## config.mk

```make
export PLATFORM = sky130hd
export DESIGN_NAME = door_lockout_sequencer
export DESIGN_NICKNAME = d
export VERILOG_FILES = /design/src/rtl/door_lock_pkg.sv /design/src/rtl/lock_countdown_timer.sv /design/src/rtl/door_lockout_sequencer.sv
export SDC_FILE = /design/constraint.sdc
export NUM_CORES = 1
export LEC_CHECK = 0
export ABC_CLOCK_PERIOD_IN_PS = 2500
export CAP_MARGIN = 20
export CORE_ASPECT_RATIO = 2
export CORE_MARGIN = 1.5
export CORE_UTILIZATION = 30
export CTS_CLUSTER_DIAMETER = 120
export DETAILED_ROUTE_END_ITERATION = 7
export PLACE_DENSITY = 0.5
export RECOVER_POWER = 25
export SLEW_MARGIN = 20
export SYNTH_ARGS = -nofsm -noshare
export SYNTH_HDL_FRONTEND = slang
export SYNTH_HIERARCHICAL = 1
export SYNTH_SLANG_ARGS = --single-unit
```

## constraint.sdc

```tcl
create_clock -name clk -period 2.5 [get_ports clk]
set_clock_uncertainty 0.2 [all_clocks]
set_input_delay 0.25 -clock clk [delete_from_list [all_inputs] [get_ports clk]]
set_output_delay 0.25 -clock clk [all_outputs]
set_load 0.02 [all_outputs]
```

## src/rtl/door_lock_pkg.sv

```systemverilog
// Shared types and constants for the door lockout sequencer slice.
package door_lock_pkg;

  localparam int STATE_W      = 2;
  localparam int FAIL_CNT_W   = 3;
  localparam int FAIL_CNT_MAX = 7;
  localparam int AUDIT_W      = 8;

  typedef enum logic [STATE_W-1:0] {
    IDLE     = 2'd0,
    UNLOCKED = 2'd1,
    LOCKOUT  = 2'd2,
    ALARM    = 2'd3
  } lock_state_e;

endpackage

```

## src/rtl/lock_countdown_timer.sv

```systemverilog
// Seconds countdown shared by the door-open window and the lockout penalty.
module lock_countdown_timer #(
  parameter int CNT_W = 8
) (
  input  logic             clk,
  input  logic             gen_rst,
  input  logic             i_clear,
  input  logic             i_load,
  input  logic [CNT_W-1:0] i_value,
  input  logic             i_tick,
  output logic [CNT_W-1:0] o_remaining,
  output logic             o_expire
);

  logic [CNT_W-1:0] r_remaining;

  // A load beats a coincident tick so a fresh window always starts at its full length.
  always_ff @(posedge clk or posedge gen_rst) begin
    if (gen_rst) begin
      r_remaining <= '0;
    end else if (i_clear) begin
      r_remaining <= '0;
    end else if (i_load) begin
      r_remaining <= i_value;
    end else if (i_tick && (r_remaining != '0)) begin
      r_remaining <= r_remaining - 1'b1;
    end
  end

  // Kept independent of i_load/i_clear so the sequencer can arbitrate without a comb loop.
  assign o_expire    = i_tick && (r_remaining == CNT_W'(1));
  assign o_remaining = r_remaining;

endmodule

```

## src/rtl/door_lockout_sequencer.sv

```systemverilog
// Door-lock response sequencer: unlock window, escalating lockout, latched alarm.
// Optional audit counter of ignored password pulses enabled by defining LOCK_AUDIT_EN.
module door_lockout_sequencer
  import door_lock_pkg::*;
#(
  parameter int MAX_FAILS   = 5,
  parameter int BASE_LOCK_S = 10,
  parameter int MAX_LOCK_S  = 60,
  parameter int UNLOCK_S    = 5,
  parameter int CNT_W       = 8
) (
  input  logic                  clk,
  input  logic                  gen_rst,
  input  logic                  i_sec_tick,
  input  logic                  i_pwd_ok,
  input  logic                  i_pwd_fail,
  input  logic                  i_admin_clear,
  output logic                  o_unlock,
  output logic                  o_lockout,
  output logic                  o_alarm,
  output logic [FAIL_CNT_W-1:0] o_fail_cnt,
  output logic [CNT_W-1:0]      o_remaining_s,
  output logic [AUDIT_W-1:0]    o_ignored_cnt
);

  localparam logic [STATE_W-1:0] ST_IDLE     = IDLE;
  localparam logic [STATE_W-1:0] ST_UNLOCKED = UNLOCKED;
  localparam logic [STATE_W-1:0] ST_LOCKOUT  = LOCKOUT;
  localparam logic [STATE_W-1:0] ST_ALARM    = ALARM;

  localparam int SHIFT_W = CNT_W + 7;

  logic [STATE_W-1:0]    r_state;
  logic [FAIL_CNT_W-1:0] r_failCnt;
  logic                  r_unlock;
  logic                  r_lockout;
  logic                  r_alarm;

  logic [STATE_W-1:0]    w_nextState;
  logic [FAIL_CNT_W-1:0] w_nextFail;
  logic [FAIL_CNT_W-1:0] w_failInc;
  logic [FAIL_CNT_W-1:0] w_shiftIdx;
  logic [SHIFT_W-1:0]    w_shifted;
  logic [CNT_W-1:0]      w_lockDur;
  logic                  w_load;
  logic [CNT_W-1:0]      w_loadValue;
  logic                  w_clear;
  logic [CNT_W-1:0]      w_remaining;
  logic                  w_expire;

  assign w_failInc  = (r_failCnt == FAIL_CNT_W'(FAIL_CNT_MAX)) ? r_failCnt : r_failCnt + 1'b1;
  assign w_shiftIdx = w_failInc - 1'b1;

  // Doubling is done wide enough that seven failures cannot wrap before the clamp.
  assign w_shifted = SHIFT_W'(BASE_LOCK_S) << w_shiftIdx;
  assign w_lockDur = (w_shifted > SHIFT_W'(MAX_LOCK_S)) ? CNT_W'(MAX_LOCK_S)
                                                        : w_shifted[CNT_W-1:0];

  always_comb begin
    w_nextState = r_state;
    w_nextFail  = r_failCnt;
    w_load      = 1'b0;
    w_loadValue = '0;
    w_clear     = 1'b0;
    if (i_admin_clear) begin
      w_nextState = ST_IDLE;
      w_nextFail  = '0;
      w_clear     = 1'b1;
    end else begin
      case (r_state)
        ST_IDLE: begin
          if (i_pwd_fail) begin
            w_nextFail = w_failInc;
            if (int'(w_failInc) >= MAX_FAILS) begin
              w_nextState = ST_ALARM;
              w_clear     = 1'b1;
            end else begin
              w_nextState = ST_LOCKOUT;
              w_load      = 1'b1;
              w_loadValue = w_lockDur;
            end
          end else if (i_pwd_ok) begin
            w_nextState = ST_UNLOCKED;
            w_nextFail  = '0;
            w_load      = 1'b1;
            w_loadValue = CNT_W'(UNLOCK_S);
          end
        end
        ST_UNLOCKED: begin
          if (i_pwd_ok) begin
            w_load      = 1'b1;
            w_loadValue = CNT_W'(UNLOCK_S);
          end else if (w_expire) begin
            w_nextState = ST_IDLE;
          end
        end
        ST_LOCKOUT: begin
          if (w_expire) begin
            w_nextState = ST_IDLE;
          end
        end
        default: begin
          w_nextState = r_state;
        end
      endcase
    end
  end

  lock_countdown_timer #(
    .CNT_W (CNT_W)
  ) u_timer (
    .clk         (clk),
    .gen_rst     (gen_rst),
    .i_clear     (w_clear),
    .i_load      (w_load),
    .i_value     (w_loadValue),
    .i_tick      (i_sec_tick),
    .o_remaining (w_remaining),
    .o_expire    (w_expire)
  );

  // Status flags are decoded from the next state so they line up with the timer register.
  always_ff @(posedge clk or posedge gen_rst) begin
    if (gen_rst) begin
      r_state   <= ST_IDLE;
      r_failCnt <= '0;
      r_unlock  <= 1'b0;
      r_lockout <= 1'b0;
      r_alarm   <= 1'b0;
    end else begin
      r_state   <= w_nextState;
      r_failCnt <= w_nextFail;
      r_unlock  <= (w_nextState == ST_UNLOCKED);
      r_lockout <= (w_nextState == ST_LOCKOUT) || (w_nextState == ST_ALARM);
      r_alarm   <= (w_nextState == ST_ALARM);
    end
  end

`ifdef LOCK_AUDIT_EN
  logic [AUDIT_W-1:0] r_ignoredCnt;
  logic               w_ignoredPulse;

  assign w_ignoredPulse = (i_pwd_ok || i_pwd_fail) &&
                          ((r_state == ST_LOCKOUT) || (r_state == ST_ALARM));

  always_ff @(posedge clk or posedge gen_rst) begin
    if (gen_rst) begin
      r_ignoredCnt <= '0;
    end else if (i_admin_clear) begin
      r_ignoredCnt <= '0;
    end else if (w_ignoredPulse && (r_ignoredCnt != '1)) begin
      r_ignoredCnt <= r_ignoredCnt + 1'b1;
    end
  end

  assign o_ignored_cnt = r_ignoredCnt;
`else
  assign o_ignored_cnt = '0;
`endif

  assign o_unlock      = r_unlock;
  assign o_lockout     = r_lockout;
  assign o_alarm       = r_alarm;
  assign o_fail_cnt    = r_failCnt;
  assign o_remaining_s = w_remaining;

endmodule

```

* Word level (Yosys, flattened, before mapping) *
Index checks and enable logic that the tools add are counted.

word-level totals
  bits in registers = 16
  input bits = 6
  output and inout bits = 22
  word-level logic and storage cells = 58

cells by class
  add/sub/neg operators = 3
  $lt $le $gt $ge = 2
  eq/ne operators = 7
  shift operators = 1
  mux-type cells = 30
  reductions and logical operators = 9

operators with widths
  operator                                                                count
  8-bit two-way mux                                                       7
  3-bit two-way mux                                                       6
  8-bit case mux with 2 select lines                                      1
  15-bit by 6-bit > comparator with 1-bit output (second input constant)  1
  4-bit by 3-bit << shifter with 15-bit output (first input constant)     1
  2-bit two-way mux                                                       5
  1-bit two-way mux                                                       9
  8-bit by 1-bit == test with 1-bit output (second input constant)        1
  8-bit nonzero test                                                      1
  8-bit by 1-bit subtractor with 8-bit output (second input constant)     1
  2-bit == test (second input constant)                                   3
  2-bit case mux with 3 select lines                                      1
  3-bit nonzero test                                                      2
  2-bit by 1-bit == test with 1-bit output (second input constant)        2
  3-bit by 1-bit adder with 3-bit output (second input constant)          1
  3-bit == test (second input constant)                                   1
  3-bit >= comparator (second input constant)                             1
  3-bit by 1-bit subtractor with 3-bit output (second input constant)     1
  1-bit logical AND                                                       2
  2-bit zero test                                                         1
  1-bit case mux with 2 select lines                                      1
  2-bit AND reduction                                                     1
  2-bit nonzero test                                                      1
  1-bit logical OR                                                        1

* Longest topological paths before layout *
  depth after elaboration = 12
  gate-level depth with buffers = 8
  depth with buffers taken out = 8

* Hierarchy *
The synthesis kept the hierarchy.

modules (own cells, without submodules)
  module                  instances  cells an instance  area an instance (um^2)  sequential area each (um^2)
  door_lockout_sequencer  1          75                 636.9                    200.2
  lock_countdown_timer    1          61                 584.3                    200.2

* Worst setup path before layout *
No wires, ideal clock.

  path kind = reg-to-reg
  start = register u_timer.r_remaining[3] (netlist: u_timer/o_remaining[3])
  end = register r_unlock (netlist: o_unlock)
  setup time = 0.134 ns
  data arrival time = 1.851 ns
  data required time = 2.166 ns
  setup slack = 0.315 ns
  stages on the path, launching flop included = 7
  buffers on the path = 0
  period minus slack after synthesis = 2.185 ns
  cells stage by stage = dfrtp_1 or4_4 nor4_1 nand2b_1 a22o_1 a21oi_1 nor3_1

on the way
  cells in the longest elaborated chain, start to end = 7

RTL lines
  what                                        RTL line                                                    text
  start, declared                             lock_countdown_timer.sv:15                                  logic [CNT_W-1:0] r_remaining;
  start signal, assigned                      lock_countdown_timer.sv:24                                  r_remaining <= i_value;
  start signal, assigned                      lock_countdown_timer.sv:26                                  r_remaining <= r_remaining - 1'b1;
  8-bit by 1-bit == test with 1-bit output *  lock_countdown_timer.sv:31                                  assign o_expire = i_tick && (r_remaining == CNT_W'(1));
  1-bit logical AND *                         lock_countdown_timer.sv:31
  via w_expire                                door_lockout_sequencer.sv:49                                logic w_expire;
  2-bit two-way mux *                         door_lockout_sequencer.sv:93, door_lockout_sequencer.sv:98
  2-bit two-way mux                           door_lockout_sequencer.sv:90                                if (i_pwd_ok) begin
  2-bit case mux with 3 select lines *        door_lockout_sequencer.sv:70                                case (r_state)
  2-bit two-way mux *                         door_lockout_sequencer.sv:65                                if (i_admin_clear) begin
  2-bit by 1-bit == test with 1-bit output *  door_lockout_sequencer.sv:133                               r_unlock <= (w_nextState == ST_UNLOCKED);
  end signal, assigned                        door_lockout_sequencer.sv:133
  end, declared                               door_lockout_sequencer.sv:35                                logic r_unlock;

The timed path passes the listed nets; every way through them passes the cells marked *.
A chain may end at the register's enable or synchronous reset.

* Worst setup path in the final report *
  start = register r_failCnt[0] (netlist: o_fail_cnt[0])
  end = register u_timer.r_remaining[2] (netlist: u_timer/o_remaining[2])

on the way
  cells in the longest elaborated chain, start to end = 12
  elaborated cells on any way between the ends = 23
  those cells by class = add/sub: 2; order compare: 2; eq/ne: 1; shift: 1; mux: 16; reduce/logical: 1

RTL lines
  what                                                                            RTL line                       text
  start, declared                                                                 door_lockout_sequencer.sv:34   logic [FAIL_CNT_W-1:0] r_failCnt;
  start signal, assigned                                                          door_lockout_sequencer.sv:132  r_failCnt <= w_nextFail;
  3-bit by 1-bit adder with 3-bit output / 3-bit == test (equally long branches)  door_lockout_sequencer.sv:51   assign w_failInc = (r_failCnt == FAIL_CNT_W'(FAIL_CNT_MAX)) ? r_failCnt : r_failCnt + 1'b1;
  3-bit two-way mux *                                                             door_lockout_sequencer.sv:51
  3-bit by 1-bit subtractor with 3-bit output                                     door_lockout_sequencer.sv:52   assign w_shiftIdx = w_failInc - 1'b1;
  4-bit by 3-bit << shifter with 15-bit output                                    door_lockout_sequencer.sv:55   assign w_shifted = SHIFT_W'(BASE_LOCK_S) << w_shiftIdx;
  15-bit by 6-bit > comparator with 1-bit output                                  door_lockout_sequencer.sv:56   assign w_lockDur = (w_shifted > SHIFT_W'(MAX_LOCK_S)) ? CNT_W'(MAX_LOCK_S)
  8-bit two-way mux                                                               door_lockout_sequencer.sv:56
  8-bit two-way mux *                                                             door_lockout_sequencer.sv:74   if (int'(w_failInc) >= MAX_FAILS) begin
  8-bit two-way mux *                                                             door_lockout_sequencer.sv:72   if (i_pwd_fail) begin
  8-bit case mux with 2 select lines *                                            door_lockout_sequencer.sv:70
  8-bit two-way mux *                                                             door_lockout_sequencer.sv:65
  via w_loadValue[2]                                                              door_lockout_sequencer.sv:46   logic [CNT_W-1:0] w_loadValue;
  8-bit two-way mux *                                                             lock_countdown_timer.sv:23     end else if (i_load) begin
  8-bit two-way mux *                                                             lock_countdown_timer.sv:21     end else if (i_clear) begin

Marks and branches as above.

==> reports/qor.csv <==
metric;value;unit
DRC Markers;0;
Synth Instances;136;
Core Box Area;3880;um^2
Max Freq;415;MHz
DRT iter0 DRCs;12;
area delta synth->final;24.9;%
Worst Path Arrival;2320;ps
flops & latches, synth;16;
clk buf depth;2;
gpl congestion;0.822;
largest net degree at the start of global routing;15;
Skew-Pair Late Insertion Delay;250;ps
most common cell after layout, fill and taps aside;clkdlybuf4s50_1;
status;complete, no violations;
TritonCTS Buffers;3;
commonest non-fill, non-tap cells in the layout;clkdlybuf4s50_1, dfrtp_1, nor2_1, a21oi_1;
io pins;28;
share of layout cells above drive strength 1;0.167;
worst-path fanout max;5;
RSZ-0062 raised after global routing;no;
Die ar.;4490;um^2
Starting Density;0.314;
Period minus WS final;2410;ps
Slew Limit Fails;0;
via count;1065;
input/output buffers;19;
clk sink count;16;
Max-Cap Viols;0;
Routed WL;2930;um
Avg Inst Size Synth;8.98;um^2
final-report hold violation count;0;
DR WL/cell;13.8;um
Die Span Y;93.2;um
Antenna Cells;0;
CTS clock-pin slew for the worst setup and hold paths;60;ps
Synth cell types;45;
ANT nets after route;0;
gr usage total;0.148;
Final #Nets;174;
ys async rst share;1.00;
Worst Path Class, Setup;flop to flop;
TritonCTS clock tree;built;
overall die width;48.1;um
H-tree Lvls;1;
Hold WC Path Type;input pin to asynchronous set/reset pin;
Critical Path End Type;flop;
global route total overflow;0;
hold_buf cts;0;
Final period util;0.964;
Top FF cell, synth;dfrtp_1;
Via density;5.00;
# rows;32;
final setup fails;0;
first-pass GRT wire length;4770;um
Seq/Total Area, Yosys;0.328;
VDD IR max;0.000312;V
Worst Path Required;2410;ps
number of synthesized flops with an enable pin;0;
vias in the first global route;1060;
Syn Std Cell Area;1220;um^2
Power per Cell Area;641;nW/um^2
crit path launch type;flop;
leakage power figure;0.634;nW
initial antenna violation count;0;
Setup TNS Final;0;ps
Root Driver;clkbuf_8;
synth warn;6;
drt pass-1 iters;4;
DPL Wire Length;2440;um
hold slack;206;ps
==> layer usage <==
layer	GRT usage	vias up	wire (um)
met2	0.263	33	1660
met5	0	-	0
met4	0.0833	0	128
met3	0.0174	10	91
li1	-	519	-
met1	0.152	503	1050
==> sequential cells by signal, summed over array words and instances, names as in the netlist <==
| signal | cells |
|---|---|
| o_fail_cnt | 3 |
| u_timer/o_remaining | 8 |
| r_state | 2 |
| o_lockout | 1 |
| o_alarm | 1 |
| o_unlock | 1 |
==> Yosys cell counts (2+ instances only) <==
cell type | number | share of area
a22o_1 | 2 | 0.014
buf_6 | 2 | 0.018
a21oi_1 | 11 | 0.045
a311oi_1 | 2 | 0.014
nor3_1 | 4 | 0.016
a2111oi_2 | 2 | 0.025
nor2b_1 | 2 | 0.010
nand2_1 | 7 | 0.022
buf_4 | 9 | 0.055
a211oi_1 | 6 | 0.037
o21ai_0 | 3 | 0.012
nor4_1 | 2 | 0.010
inv_1 | 10 | 0.031
nor4_2 | 2 | 0.020
nand2b_1 | 2 | 0.010
clkbuf_1 | 2 | 0.0061
xnor2_1 | 4 | 0.029
o21bai_1 | 2 | 0.012
nor3b_1 | 3 | 0.018
and4_1 | 2 | 0.014
dfrtp_1 | 16 | 0.33
nor2_1 | 15 | 0.046
ha_1 | 4 | 0.041
==> area by class of cell <==
| type | instances | area (um^2) |
|---|---|---|
| fill | 429 | 2360 |
| multi-input combinational | 104 | 717 |
| sequential | 16 | 400 |
| timing repair buffer | 29 | 265 |
| tap | 51 | 63.8 |
| clock buffer | 3 | 41.3 |
| inverter | 10 | 37.5 |
==> stage by stage <==
stage	power [mW]	area [um^2]	cells	setup WS, ps	util
6_report	0.977	1530	213	90.7	0.393
5_1_grt	1.05	1530	213	2.59	0.393
4_1_cts	0.991	1520	213	86.9	0.391
3_5_place_dp	0.790	1480	210	74.8	0.380
3_3_place_gp	0.785	1480	210	107	0.380
2_1_floorplan	0.635	1250	145	315	-
==> power breakdown <==
group	total (mW)	switching [mW]	internal (mW)
registers	0.325	0.0312	0.294
clock network	0.190	0.0837	0.107
logic	0.461	0.248	0.213
==> repair_timing <==
| item | CTS | global route |
|---|---|---|
| endpoints found under the setup margin | 0 | 3 |
| gates resized for setup | 0 | 1 |
| endpoints found under the hold margin | 0 | 0 |
| buffers inserted | 0 | 0 |
==> path summary, 6_finish.rpt <==
path	startpoint	depth (start not counted)	slack [ps]	end
hold reg to reg	o_fail_cnt[1]$_DFFE_PP0P_	2	440	o_fail_cnt[1]$_DFFE_PP0P_
setup reg to reg	o_fail_cnt[0]$_DFFE_PP0P_	7	90	u_timer/o_remaining[2]$_DFFE_PP0P_
min in group clk	o_fail_cnt[1]$_DFFE_PP0P_	2	440	o_fail_cnt[1]$_DFFE_PP0P_
setup / recovery	o_fail_cnt[0]$_DFFE_PP0P_	7	90	u_timer/o_remaining[2]$_DFFE_PP0P_
hold / removal	gen_rst	2	210	o_fail_cnt[2]$_DFFE_PP0P_
max in group asynchronous	gen_rst	2	1630	u_timer/o_remaining[6]$_DFFE_PP0P_
==> worst max-delay path, cell delays in order (launching register included) <==
cell	delay [ps]
dfrtp_1	380
ha_1	370
xnor2_1	150
nor3b_1	200
a311oi_1	110
a2111oi_0	440
nor2_1	80
a211oi_1	350
==> cell families (layout without fill, tap and decap cells) <==
group                      count (synthesis)  in the layout  synth area share
AOI/OAI and AO/OA                         35             35             0.214
xor gates and xnor gates                   4              4            0.0287
muxes                                      2              2            0.0174
other                                      1             10           0.00307
and+or+nand+nor                           49             49             0.250
adders and majority gates                  4              4            0.0410
buffers and inverters                     25             42             0.118
DFF                                       16             16             0.328
No activity file was read; power rests on OpenSTA's default activity.
